===== config.mk =====
export PLATFORM = sky130hd
export DESIGN_NAME = sccb_master_engine_flat
export DESIGN_NICKNAME = d
export VERILOG_FILES = /design/src/rtl/sccb_master_engine_if.sv /design/src/rtl/sccb_master_engine.sv /design/src/flat_wrapper.sv
export SDC_FILE = /design/constraint.sdc
export NUM_CORES = 1
export LEC_CHECK = 0
export ABC_AREA = 1
export CAP_MARGIN = 20
export CORE_ASPECT_RATIO = 0.6
export CORE_MARGIN = 8
export CORE_UTILIZATION = 51
export DETAILED_ROUTE_END_ITERATION = 8
export GPL_TIMING_DRIVEN = 0
export PLACE_DENSITY = 0.77
export SYNTH_ARGS = -nofsm -noshare
export SYNTH_HDL_FRONTEND = slang
export SYNTH_SLANG_ARGS = --single-unit

===== constraint.sdc =====
create_clock -name i_clk -period 1.5 [get_ports i_clk]
set_clock_uncertainty 0.05 [all_clocks]
set_input_delay 0.15 -clock i_clk [delete_from_list [all_inputs] [get_ports i_clk]]
set_output_delay 0.15 -clock i_clk [all_outputs]
set_load 0.02 [all_outputs]

===== src/rtl/sccb_master_engine_if.sv =====
// Command, data and pad signals between the register-init sequencer, the SCCB
// master engine and the pad ring.
interface sccb_master_engine_if #(
    parameter int SUB_ADDR_BYTES = 1,
    parameter int LEN_W          = 4
);
    logic                        i_cmd_valid;
    logic                        o_cmd_ready;
    logic                        i_cmd_rw;
    logic [6:0]                  i_dev_addr;
    logic [8*SUB_ADDR_BYTES-1:0] i_sub_addr;
    logic [LEN_W-1:0]            i_len;
    logic [7:0]                  i_wdata;
    logic                        o_wr_req;
    logic [7:0]                  o_rd_data;
    logic                        o_rd_valid;
    logic                        o_sio_c;
    logic                        o_sio_d_out;
    logic                        o_sio_d_oe;
    logic                        i_sio_d;
    logic                        o_sccb_e;
    logic                        o_busy;
    logic                        o_done;
    logic                        o_ack_err;

    modport master (
        input  i_cmd_valid, i_cmd_rw, i_dev_addr, i_sub_addr, i_len, i_wdata, i_sio_d,
        output o_cmd_ready, o_wr_req, o_rd_data, o_rd_valid, o_sio_c, o_sio_d_out,
        output o_sio_d_oe, o_sccb_e, o_busy, o_done, o_ack_err
    );

    modport slave (
        output i_cmd_valid, i_cmd_rw, i_dev_addr, i_sub_addr, i_len, i_wdata, i_sio_d,
        input  o_cmd_ready, o_wr_req, o_rd_data, o_rd_valid, o_sio_c, o_sio_d_out,
        input  o_sio_d_oe, o_sccb_e, o_busy, o_done, o_ack_err
    );
endinterface


===== src/rtl/sccb_master_engine.sv =====
// SCCB master: one command per handshake, 1/2-byte sub-address, write/read bursts.
// Pads are driven as value + output enable; the open-drain buffer lives outside.
//
// state   | meaning
// IDLE    | bus released, ready for a command
// START   | SCCB_E low, SIO_D falls while SIO_C high, then SIO_C falls
// ID_W    | device ID with write bit
// SUB     | sub-address bytes, MSB byte first
// WDATA   | write data bytes from i_wdata
// STOP    | SIO_C rises, SIO_D rises, SCCB_E high; may chain into START for reads
// ID_R    | device ID with read bit
// RDATA   | read data bytes, master drives 9th bit (0 = more, 1 = last)
module sccb_master_engine #(
    parameter int SYS_CLK_FREQ   = 100_000_000,
    parameter int SCCB_CLK_FREQ  = 100_000,
    parameter int SUB_ADDR_BYTES = 1,
    parameter int LEN_W          = 4,
    parameter bit CHECK_ACK      = 1'b0
) (
    input  logic                 i_clk,
    input  logic                 i_reset_n,
    sccb_master_engine_if.master bus
);
    localparam int QDIV_RAW = SYS_CLK_FREQ / (4 * SCCB_CLK_FREQ);
    localparam int QDIV     = (QDIV_RAW < 2) ? 2 : QDIV_RAW;
    localparam int QW       = $clog2(QDIV);
    localparam int SW       = 8 * SUB_ADDR_BYTES;
    localparam logic [QW-1:0] QLOAD = QW'(QDIV - 1);

    typedef enum logic [2:0] {
        S_IDLE, S_START, S_ID_W, S_SUB, S_WDATA, S_STOP, S_ID_R, S_RDATA
    } state_t;

    state_t            state, state_nx;
    logic [QW-1:0]     qdiv_cnt;
    logic              tick;
    logic [1:0]        quarter, quarter_nx;
    logic [3:0]        bit_idx, bit_nx;
    logic [7:0]        tx_sh, tx_nx;
    logic [7:0]        rx_sh, rx_nx;
    logic [SW-1:0]     sub_sh, sub_sh_nx;
    logic [1:0]        sub_left, sub_left_nx;
    logic [LEN_W-1:0]  len_left, len_nx;
    logic              rw_q, rw_nx;
    logic [6:0]        dev_q, dev_nx;
    logic              restart, restart_nx;
    logic              err, err_nx;
    logic              nack, nack_nx;
    logic [7:0]        rd_data, rd_data_nx;
    logic              done_q, done_nx;
    logic              wr_req_q, wr_req_nx;
    logic              rd_valid_q, rd_valid_nx;
    logic              sio_d_m, sio_d_s;
    logic              pad_c, pad_d, pad_oe, pad_e;

    assign tick = (qdiv_cnt == '0);

    always_ff @(posedge i_clk or negedge i_reset_n) begin
        if (!i_reset_n) begin
            state      <= S_IDLE;
            qdiv_cnt   <= '0;
            quarter    <= 2'd0;
            bit_idx    <= 4'd0;
            tx_sh      <= 8'h00;
            rx_sh      <= 8'h00;
            sub_sh     <= '0;
            sub_left   <= 2'd0;
            len_left   <= '0;
            rw_q       <= 1'b0;
            dev_q      <= 7'h00;
            restart    <= 1'b0;
            err        <= 1'b0;
            nack       <= 1'b0;
            rd_data    <= 8'h00;
            done_q     <= 1'b0;
            wr_req_q   <= 1'b0;
            rd_valid_q <= 1'b0;
            sio_d_m    <= 1'b1;
            sio_d_s    <= 1'b1;
        end else begin
            // quarter-bit timer: down-counter reloaded at terminal count
            if (state == S_IDLE || tick) qdiv_cnt <= QLOAD;
            else                         qdiv_cnt <= qdiv_cnt - QW'(1);
            state      <= state_nx;
            quarter    <= quarter_nx;
            bit_idx    <= bit_nx;
            tx_sh      <= tx_nx;
            rx_sh      <= rx_nx;
            sub_sh     <= sub_sh_nx;
            sub_left   <= sub_left_nx;
            len_left   <= len_nx;
            rw_q       <= rw_nx;
            dev_q      <= dev_nx;
            restart    <= restart_nx;
            err        <= err_nx;
            nack       <= nack_nx;
            rd_data    <= rd_data_nx;
            done_q     <= done_nx;
            wr_req_q   <= wr_req_nx;
            rd_valid_q <= rd_valid_nx;
            // SIO_D is asynchronous to clk_sys; two flops settle well inside one quarter
            sio_d_m    <= bus.i_sio_d;
            sio_d_s    <= sio_d_m;
        end
    end

    always_comb begin
        state_nx    = state;
        quarter_nx  = quarter;
        bit_nx      = bit_idx;
        tx_nx       = tx_sh;
        rx_nx       = rx_sh;
        sub_sh_nx   = sub_sh;
        sub_left_nx = sub_left;
        len_nx      = len_left;
        rw_nx       = rw_q;
        dev_nx      = dev_q;
        restart_nx  = restart;
        err_nx      = err;
        nack_nx     = nack;
        rd_data_nx  = rd_data;
        done_nx     = 1'b0;
        wr_req_nx   = 1'b0;
        rd_valid_nx = 1'b0;

        case (state)
            S_IDLE: begin
                if (bus.i_cmd_valid) begin
                    state_nx    = S_START;
                    quarter_nx  = 2'd0;
                    rw_nx       = bus.i_cmd_rw;
                    dev_nx      = bus.i_dev_addr;
                    sub_sh_nx   = bus.i_sub_addr;
                    len_nx      = (bus.i_cmd_rw && bus.i_len == '0) ? LEN_W'(1) : bus.i_len;
                    err_nx      = 1'b0;
                    restart_nx  = 1'b0;
                end
            end
            S_START: begin
                if (tick) begin
                    quarter_nx = quarter + 2'd1;
                    if (quarter == 2'd3) begin
                        bit_nx = 4'd0;
                        if (restart) begin
                            state_nx   = S_ID_R;
                            tx_nx      = {dev_q, 1'b1};
                            restart_nx = 1'b0;
                        end else begin
                            state_nx = S_ID_W;
                            tx_nx    = {dev_q, 1'b0};
                        end
                    end
                end
            end
            S_STOP: begin
                if (tick) begin
                    quarter_nx = quarter + 2'd1;
                    if (quarter == 2'd3) begin
                        if (restart) begin
                            state_nx = S_START;
                        end else begin
                            state_nx = S_IDLE;
                            done_nx  = 1'b1;
                        end
                    end
                end
            end
            default: begin
                if (tick) begin
                    quarter_nx = quarter + 2'd1;
                    if (quarter == 2'd2) begin
                        if (bit_idx == 4'd8) nack_nx = sio_d_s;
                        else                 rx_nx   = {rx_sh[6:0], sio_d_s};
                    end
                    if (quarter == 2'd3) begin
                        if (bit_idx != 4'd8) begin
                            bit_nx = bit_idx + 4'd1;
                            tx_nx  = {tx_sh[6:0], 1'b0};
                            if (state == S_RDATA && bit_idx == 4'd7) begin
                                rd_data_nx  = rx_sh;
                                rd_valid_nx = 1'b1;
                            end
                        end else begin
                            bit_nx = 4'd0;
                            if (CHECK_ACK && nack && state != S_RDATA) begin
                                err_nx     = 1'b1;
                                restart_nx = 1'b0;
                                state_nx   = S_STOP;
                            end else begin
                                case (state)
                                    S_ID_W: begin
                                        state_nx    = S_SUB;
                                        tx_nx       = sub_sh[SW-1 -: 8];
                                        sub_sh_nx   = sub_sh << 8;
                                        sub_left_nx = 2'(SUB_ADDR_BYTES - 1);
                                    end
                                    S_SUB: begin
                                        if (sub_left != 2'd0) begin
                                            tx_nx       = sub_sh[SW-1 -: 8];
                                            sub_sh_nx   = sub_sh << 8;
                                            sub_left_nx = sub_left - 2'd1;
                                        end else if (rw_q) begin
                                            state_nx   = S_STOP;
                                            restart_nx = 1'b1;
                                        end else if (len_left == '0) begin
                                            state_nx = S_STOP;
                                        end else begin
                                            state_nx  = S_WDATA;
                                            tx_nx     = bus.i_wdata;
                                            wr_req_nx = 1'b1;
                                        end
                                    end
                                    S_WDATA, S_RDATA: begin
                                        len_nx = len_left - LEN_W'(1);
                                        if (len_left > LEN_W'(1)) begin
                                            if (state == S_WDATA) begin
                                                tx_nx     = bus.i_wdata;
                                                wr_req_nx = 1'b1;
                                            end
                                        end else begin
                                            state_nx = S_STOP;
                                        end
                                    end
                                    S_ID_R: state_nx = S_RDATA;
                                    default: state_nx = S_STOP;
                                endcase
                            end
                        end
                    end
                end
            end
        endcase
    end

    // pad levels are decoded straight from registered state so reset releases the bus at once
    always_comb begin
        pad_c  = 1'b1;
        pad_d  = 1'b1;
        pad_oe = 1'b0;
        pad_e  = 1'b1;
        case (state)
            S_IDLE: ;
            S_START: begin
                pad_e  = 1'b0;
                pad_oe = 1'b1;
                pad_d  = (quarter == 2'd0);
                pad_c  = (quarter != 2'd3);
            end
            S_STOP: begin
                pad_e  = (quarter == 2'd3);
                pad_oe = (quarter != 2'd3);
                pad_d  = quarter[1];
                pad_c  = (quarter != 2'd0);
            end
            default: begin
                pad_e = 1'b0;
                pad_c = quarter[1];
                if (bit_idx == 4'd8) begin
                    pad_oe = (state == S_RDATA);
                    pad_d  = (state == S_RDATA) ? (len_left == LEN_W'(1)) : 1'b1;
                end else begin
                    pad_oe = (state != S_RDATA);
                    pad_d  = (state != S_RDATA) ? tx_sh[7] : 1'b1;
                end
            end
        endcase
    end

    assign bus.o_cmd_ready = (state == S_IDLE);
    assign bus.o_busy      = (state != S_IDLE);
    assign bus.o_done      = done_q;
    assign bus.o_ack_err   = err;
    assign bus.o_wr_req    = wr_req_q;
    assign bus.o_rd_valid  = rd_valid_q;
    assign bus.o_rd_data   = rd_data;
    assign bus.o_sio_c     = pad_c;
    assign bus.o_sio_d_out = pad_d;
    assign bus.o_sio_d_oe  = pad_oe;
    assign bus.o_sccb_e    = pad_e;
endmodule


===== src/flat_wrapper.sv =====
// flat-port wrapper written by rule: the top's interface ports become plain ports
module sccb_master_engine_flat 
#(
    parameter int SYS_CLK_FREQ   = 100_000_000,
    parameter int SCCB_CLK_FREQ  = 100_000,
    parameter int SUB_ADDR_BYTES = 1,
    parameter int LEN_W          = 4,
    parameter bit CHECK_ACK      = 1'b0
)
  (i_clk, i_reset_n, bus_i_cmd_valid, bus_i_cmd_rw, bus_i_dev_addr, bus_i_sub_addr, bus_i_len, bus_i_wdata, bus_i_sio_d, bus_o_cmd_ready, bus_o_wr_req, bus_o_rd_data, bus_o_rd_valid, bus_o_sio_c, bus_o_sio_d_out, bus_o_sio_d_oe, bus_o_sccb_e, bus_o_busy, bus_o_done, bus_o_ack_err);
  sccb_master_engine_if #(.SUB_ADDR_BYTES(SUB_ADDR_BYTES), .LEN_W(LEN_W)) bus_i ();
  input  logic i_clk;
  input  logic i_reset_n;
  input wire logic [$bits(bus_i.i_cmd_valid)-1:0] bus_i_cmd_valid;
  input wire logic [$bits(bus_i.i_cmd_rw)-1:0] bus_i_cmd_rw;
  input wire logic [$bits(bus_i.i_dev_addr)-1:0] bus_i_dev_addr;
  input wire logic [$bits(bus_i.i_sub_addr)-1:0] bus_i_sub_addr;
  input wire logic [$bits(bus_i.i_len)-1:0] bus_i_len;
  input wire logic [$bits(bus_i.i_wdata)-1:0] bus_i_wdata;
  input wire logic [$bits(bus_i.i_sio_d)-1:0] bus_i_sio_d;
  output wire logic [$bits(bus_i.o_cmd_ready)-1:0] bus_o_cmd_ready;
  output wire logic [$bits(bus_i.o_wr_req)-1:0] bus_o_wr_req;
  output wire logic [$bits(bus_i.o_rd_data)-1:0] bus_o_rd_data;
  output wire logic [$bits(bus_i.o_rd_valid)-1:0] bus_o_rd_valid;
  output wire logic [$bits(bus_i.o_sio_c)-1:0] bus_o_sio_c;
  output wire logic [$bits(bus_i.o_sio_d_out)-1:0] bus_o_sio_d_out;
  output wire logic [$bits(bus_i.o_sio_d_oe)-1:0] bus_o_sio_d_oe;
  output wire logic [$bits(bus_i.o_sccb_e)-1:0] bus_o_sccb_e;
  output wire logic [$bits(bus_i.o_busy)-1:0] bus_o_busy;
  output wire logic [$bits(bus_i.o_done)-1:0] bus_o_done;
  output wire logic [$bits(bus_i.o_ack_err)-1:0] bus_o_ack_err;
  assign bus_i.i_cmd_valid = bus_i_cmd_valid;
  assign bus_i.i_cmd_rw = bus_i_cmd_rw;
  assign bus_i.i_dev_addr = bus_i_dev_addr;
  assign bus_i.i_sub_addr = bus_i_sub_addr;
  assign bus_i.i_len = bus_i_len;
  assign bus_i.i_wdata = bus_i_wdata;
  assign bus_i.i_sio_d = bus_i_sio_d;
  assign bus_o_cmd_ready = bus_i.o_cmd_ready;
  assign bus_o_wr_req = bus_i.o_wr_req;
  assign bus_o_rd_data = bus_i.o_rd_data;
  assign bus_o_rd_valid = bus_i.o_rd_valid;
  assign bus_o_sio_c = bus_i.o_sio_c;
  assign bus_o_sio_d_out = bus_i.o_sio_d_out;
  assign bus_o_sio_d_oe = bus_i.o_sio_d_oe;
  assign bus_o_sccb_e = bus_i.o_sccb_e;
  assign bus_o_busy = bus_i.o_busy;
  assign bus_o_done = bus_i.o_done;
  assign bus_o_ack_err = bus_i.o_ack_err;
  sccb_master_engine #(.SYS_CLK_FREQ(SYS_CLK_FREQ), .SCCB_CLK_FREQ(SCCB_CLK_FREQ), .SUB_ADDR_BYTES(SUB_ADDR_BYTES), .LEN_W(LEN_W), .CHECK_ACK(CHECK_ACK)) u_core (.i_clk(i_clk), .i_reset_n(i_reset_n), .bus(bus_i));
endmodule

==> impl_metrics.json <==
{
  "run_status": "finished with violations",
  "violations_in_the_final_reports": "negative setup slack",
  "timing.final.max_slew_violations": 0,
  "initial_core_util_pct": 51.86,
  "post-route-period-util_pct": 135.7,
  "pin_count": 50,
  "iteration_0_drc_markers": 376,
  "synth.net_count": 568,
  "total_number_of_yosys_warnings": 0,
  "vias": 4021,
  "worst_setup_path_end_kind": "output pin",
  "cts_max_path_buffers": 2,
  "syn_to_final_growth_pct": 47.83,
  "timing.critical_path.arrival_ns": 1.84,
  "powerDensity_mw_per_mm2": 1758,
  "flops_latches_synth": 69,
  "largest_net_degree_at_the_start_of_global_routing": 70,
  "r2r_cells": 12,
  "antenna_found_initial": 0,
  "critPathMaxStageDelay_ns": 0.38,
  "critical_path_class": "reg -> out",
  "grt_overflow_total": 0,
  "fin_hold_ws_ns": 0.1594,
  "cts_tree": "done",
  "synthDominantAreaCellType": "dfrtp_1",
  "place.port_buffers": 47,
  "dominant_synthesized_flop_cell": "dfrtp_1",
  "post-synth-top-area-fraction_pct": 41.51,
  "relative_slew_margins_pct": 39.54,
  "topmost_layer_with_routed_signal_wires": "met4",
  "total_met2_wirelength_after_detailed_routing_mm": 5.692,
  "placement_rows": 25,
  "wire_length_of_the_first_global_routing_pass_mm": 19.39,
  "met3_wirelength_um": 981,
  "fmax_mhz": 491.2,
  "layoutNonFillerInstCount": 747,
  "routedLengthMet1_mm": 5.379,
  "wire_per_inst_um": 16.43,
  "critPathLaunchType": "flop",
  "design.die.area_sq_mm": 0.01112,
  "cp_max_fo": 5,
  "hold_path_class": "in -> reg",
  "worst_skew_pair.late_latency_ns": 0.35,
  "cts_sinks": 69,
  "dieHeight_um": 84.93,
  "vias_per_cell": 5.383,
  "reg2reg_slack_ns": -0.42,
  "finalSetupViolCount": 72,
  "post-place-cells": 680,
  "synth.lib_cells_used.distinct": 40,
  "first_global_vias": 3928,
  "cts_root_buffer": "clkbuf_16",
  "tritoncts_buffers": 9,
  "min_path_cells": 1,
  "timing.critical_path.cells": "buf_6, nor2_8, inv_1, nand2_4, inv_1, o211ai_1, o2111ai_2, buf_6",
  "max_cap_violations": 0,
  "synth_async_sr_flop_share_pct": 100.0,
  "drt.antenna.violating_nets": 0,
  "synth.cell_area_sq_mm": 0.004039,
  "timing.final.hold_violations": 0,
  "dp.final_hpwl_mm": 7.400,
  "htree_num_levels": 3,
  "post-route-worst-setup-slack_ns": -0.5358,
  "finalWorstPathRequiredPeriod_ns": 2.036,
  "crit_path_top_delay_cell": "dfrtp_1",
  "synth_enable_flop_cells": 0,
  "totalPowerFinal_mw": 10.49,
  "power_leakage_nw": 2.944,
  "insertedDiodeCount": 0,
  "syn_inst": 525,
  "grt_setup_unrepaired": "true",
  "ys_top_cells_by_area": "dfrtp_1 (42%), nand2_1 (17%), nand3_1 (4.7%)",
  "coreArea_sq_mm": 0.007789,
  "cts.clk_slew.worst_paths_ns": 0.06,
  "drt_first_pass_iters": 6,
  "dieWidth_um": 130.9,
  "placer_congestion_estimate": 0.9244,
  "groute.usage.overall_pct": 22.36,
  "critPathRequiredTime_ns": 1.30,
  "vdd_drop_max_mv": 0.8759,
  "remaining_drc_errors": 0,
  "syn_area_per_cell_sq_um": 7.693,
  "nNetsFinal": 677,
  "post_route_cells_drive_above_1_share_pct": 35.05,
  "slew_at_the_pin_with_the_worst_max_slew_slack_ns": 0.9069,
  "synth_seq_area_share_pct": 42.81,
  "wirelength_mm": 12.27
}
[state kept, by name, summed over array words and instances (netlist names)]
signal                 cells
u_core.bit_idx             4
u_core.bus.o_done          1
u_core.bus.o_rd_data       8
u_core.bus.o_rd_valid      1
u_core.bus.o_wr_req        1
u_core.dev_q               7
u_core.len_left            4
u_core.qdiv_cnt            8
u_core.quarter             2
u_core.restart             1
u_core.rw_q                1
u_core.rx_sh               8
u_core.sio_d_m             1
u_core.sio_d_s             1
u_core.state               3
u_core.sub_left            2
u_core.sub_sh              8
u_core.tx_sh               8
[critical path: cells and delay by family, from the launching register on]
family	cells	cell delay, ns
and+or+nand+nor	2	0.27
DFF	1	0.38
AOI/OAI and AO/OA	2	0.33
buffers and inverters	4	0.50
[final timing paths]
path,from,endpoint
setup reg to reg,u_core.state[1],u_core.sub_sh[0]
hold reg to reg,u_core.sio_d_m,u_core.sio_d_s
hold / removal,bus_i_sio_d,u_core.sio_d_m
max in group asynchronous,i_reset_n,u_core.bit_idx[2]
setup / recovery,u_core.state[1],bus_o_sio_d_out
min in group asynchronous,i_reset_n,u_core.sub_sh[5]
[cells in the mapped netlist, types with 2 or more instances]
cell	instances
mux2_2	6
inv_2	11
ha_1	11
buf_6	4
nand2_2	8
o31ai_1	2
nand3_2	3
buf_2	2
nor4_1	3
o22ai_1	3
xor2_1	4
dfstp_2	2
nor2_1	42
nor3_1	3
o21ai_0	13
nand3_1	38
o21ai_1	11
nor2_8	3
o21ai_2	7
a21oi_1	12
clkinv_1	3
inv_1	48
nand2_1	186
nand4_1	3
nand2_4	8
dfrtp_1	67
or2_2	2
buf_4	3
nor2_4	4
nor3_2	2
o2111ai_1	2
[layout make-up]
class | count | area (sq um)
tap | 108 | 135.1
fill | 494 | 1818
sequential | 69 | 1732
timing repair buffer | 98 | 987.2
multi-input combinational | 384 | 2429
clock inverter | 7 | 98.84
inverter | 62 | 260.3
buffer | 10 | 103.9
clock buffer | 9 | 225.2
[cell families after synthesis]
| family | count (synthesis) | share of synthesized area (%) |
|---|---|---|
| AO/OA/AOI/OAI | 52 | 7.621 |
| XOR/XNOR | 5 | 1.084 |
| adder cells (fa/ha/maj) | 11 | 3.408 |
| buffers and inverters | 73 | 7.868 |
| flip-flops | 69 | 42.81 |
| multiplexers | 6 | 1.673 |
| other | 1 | 0.09285 |
| AND/OR/NAND/NOR | 308 | 35.44 |
[layout by cell type, fill, tap and decap left out, drive strengths merged, types with 2 or more instances in the layout]
cell type      count
a21oi             12
buf               66
bufinv             2
clkbuf            10
clkdlybuf4s50     30
clkinv             6
dfrtp             67
dfstp              2
dlygate4sd2        4
dlymetal6s2s       6
ha                11
inv               60
mux2               6
nand2            203
nand3             41
nand4              4
nor2              50
nor3               5
nor4               3
o2111ai            2
o21ai             31
o22ai              3
o31ai              2
or2                2
xor2               4
[per-stage QoR]
step,worst slack [ns],util (%),setup TNS [ns],instance area [sq um]
after detailed placement,-0.7475,60.61,-13.95,4721
after global placement,-2.132,60.64,-157.55,4723
final,-0.5358,76.66,-19.37,5971
after floorplan,-0.04227,-,-0.4931,4118
after global routing,-0.5902,76.66,-24.16,5971
after CTS,-0.4563,73.32,-12.22,5710
[power by group]
group          total [mW]  internal (mW)  switching (mW)
Sequential           2.50           2.22           0.280
Clock                2.31           1.46           0.853
Combinational        5.68           2.45            3.23
[metal layers]
| layer | vias up | global-route usage, % |
|---|---|---|
| li1 | 1883 | - |
| met1 | 1911 | 29.33 |
| met2 | 196 | 33.81 |
| met3 | 31 | 7.259 |
| met4 | 0 | 7.772 |
| met5 | - | 0 |
[repair_timing]
item,CTS,global route
hold buffers,1,0
gates resized for setup,120,63
hold endpoints to repair,67,0
setup buffers,40,11
cloned,2,0
pin swaps,19,16
setup endpoints to repair,65,78
No activity file was read; power rests on OpenSTA's default activity.
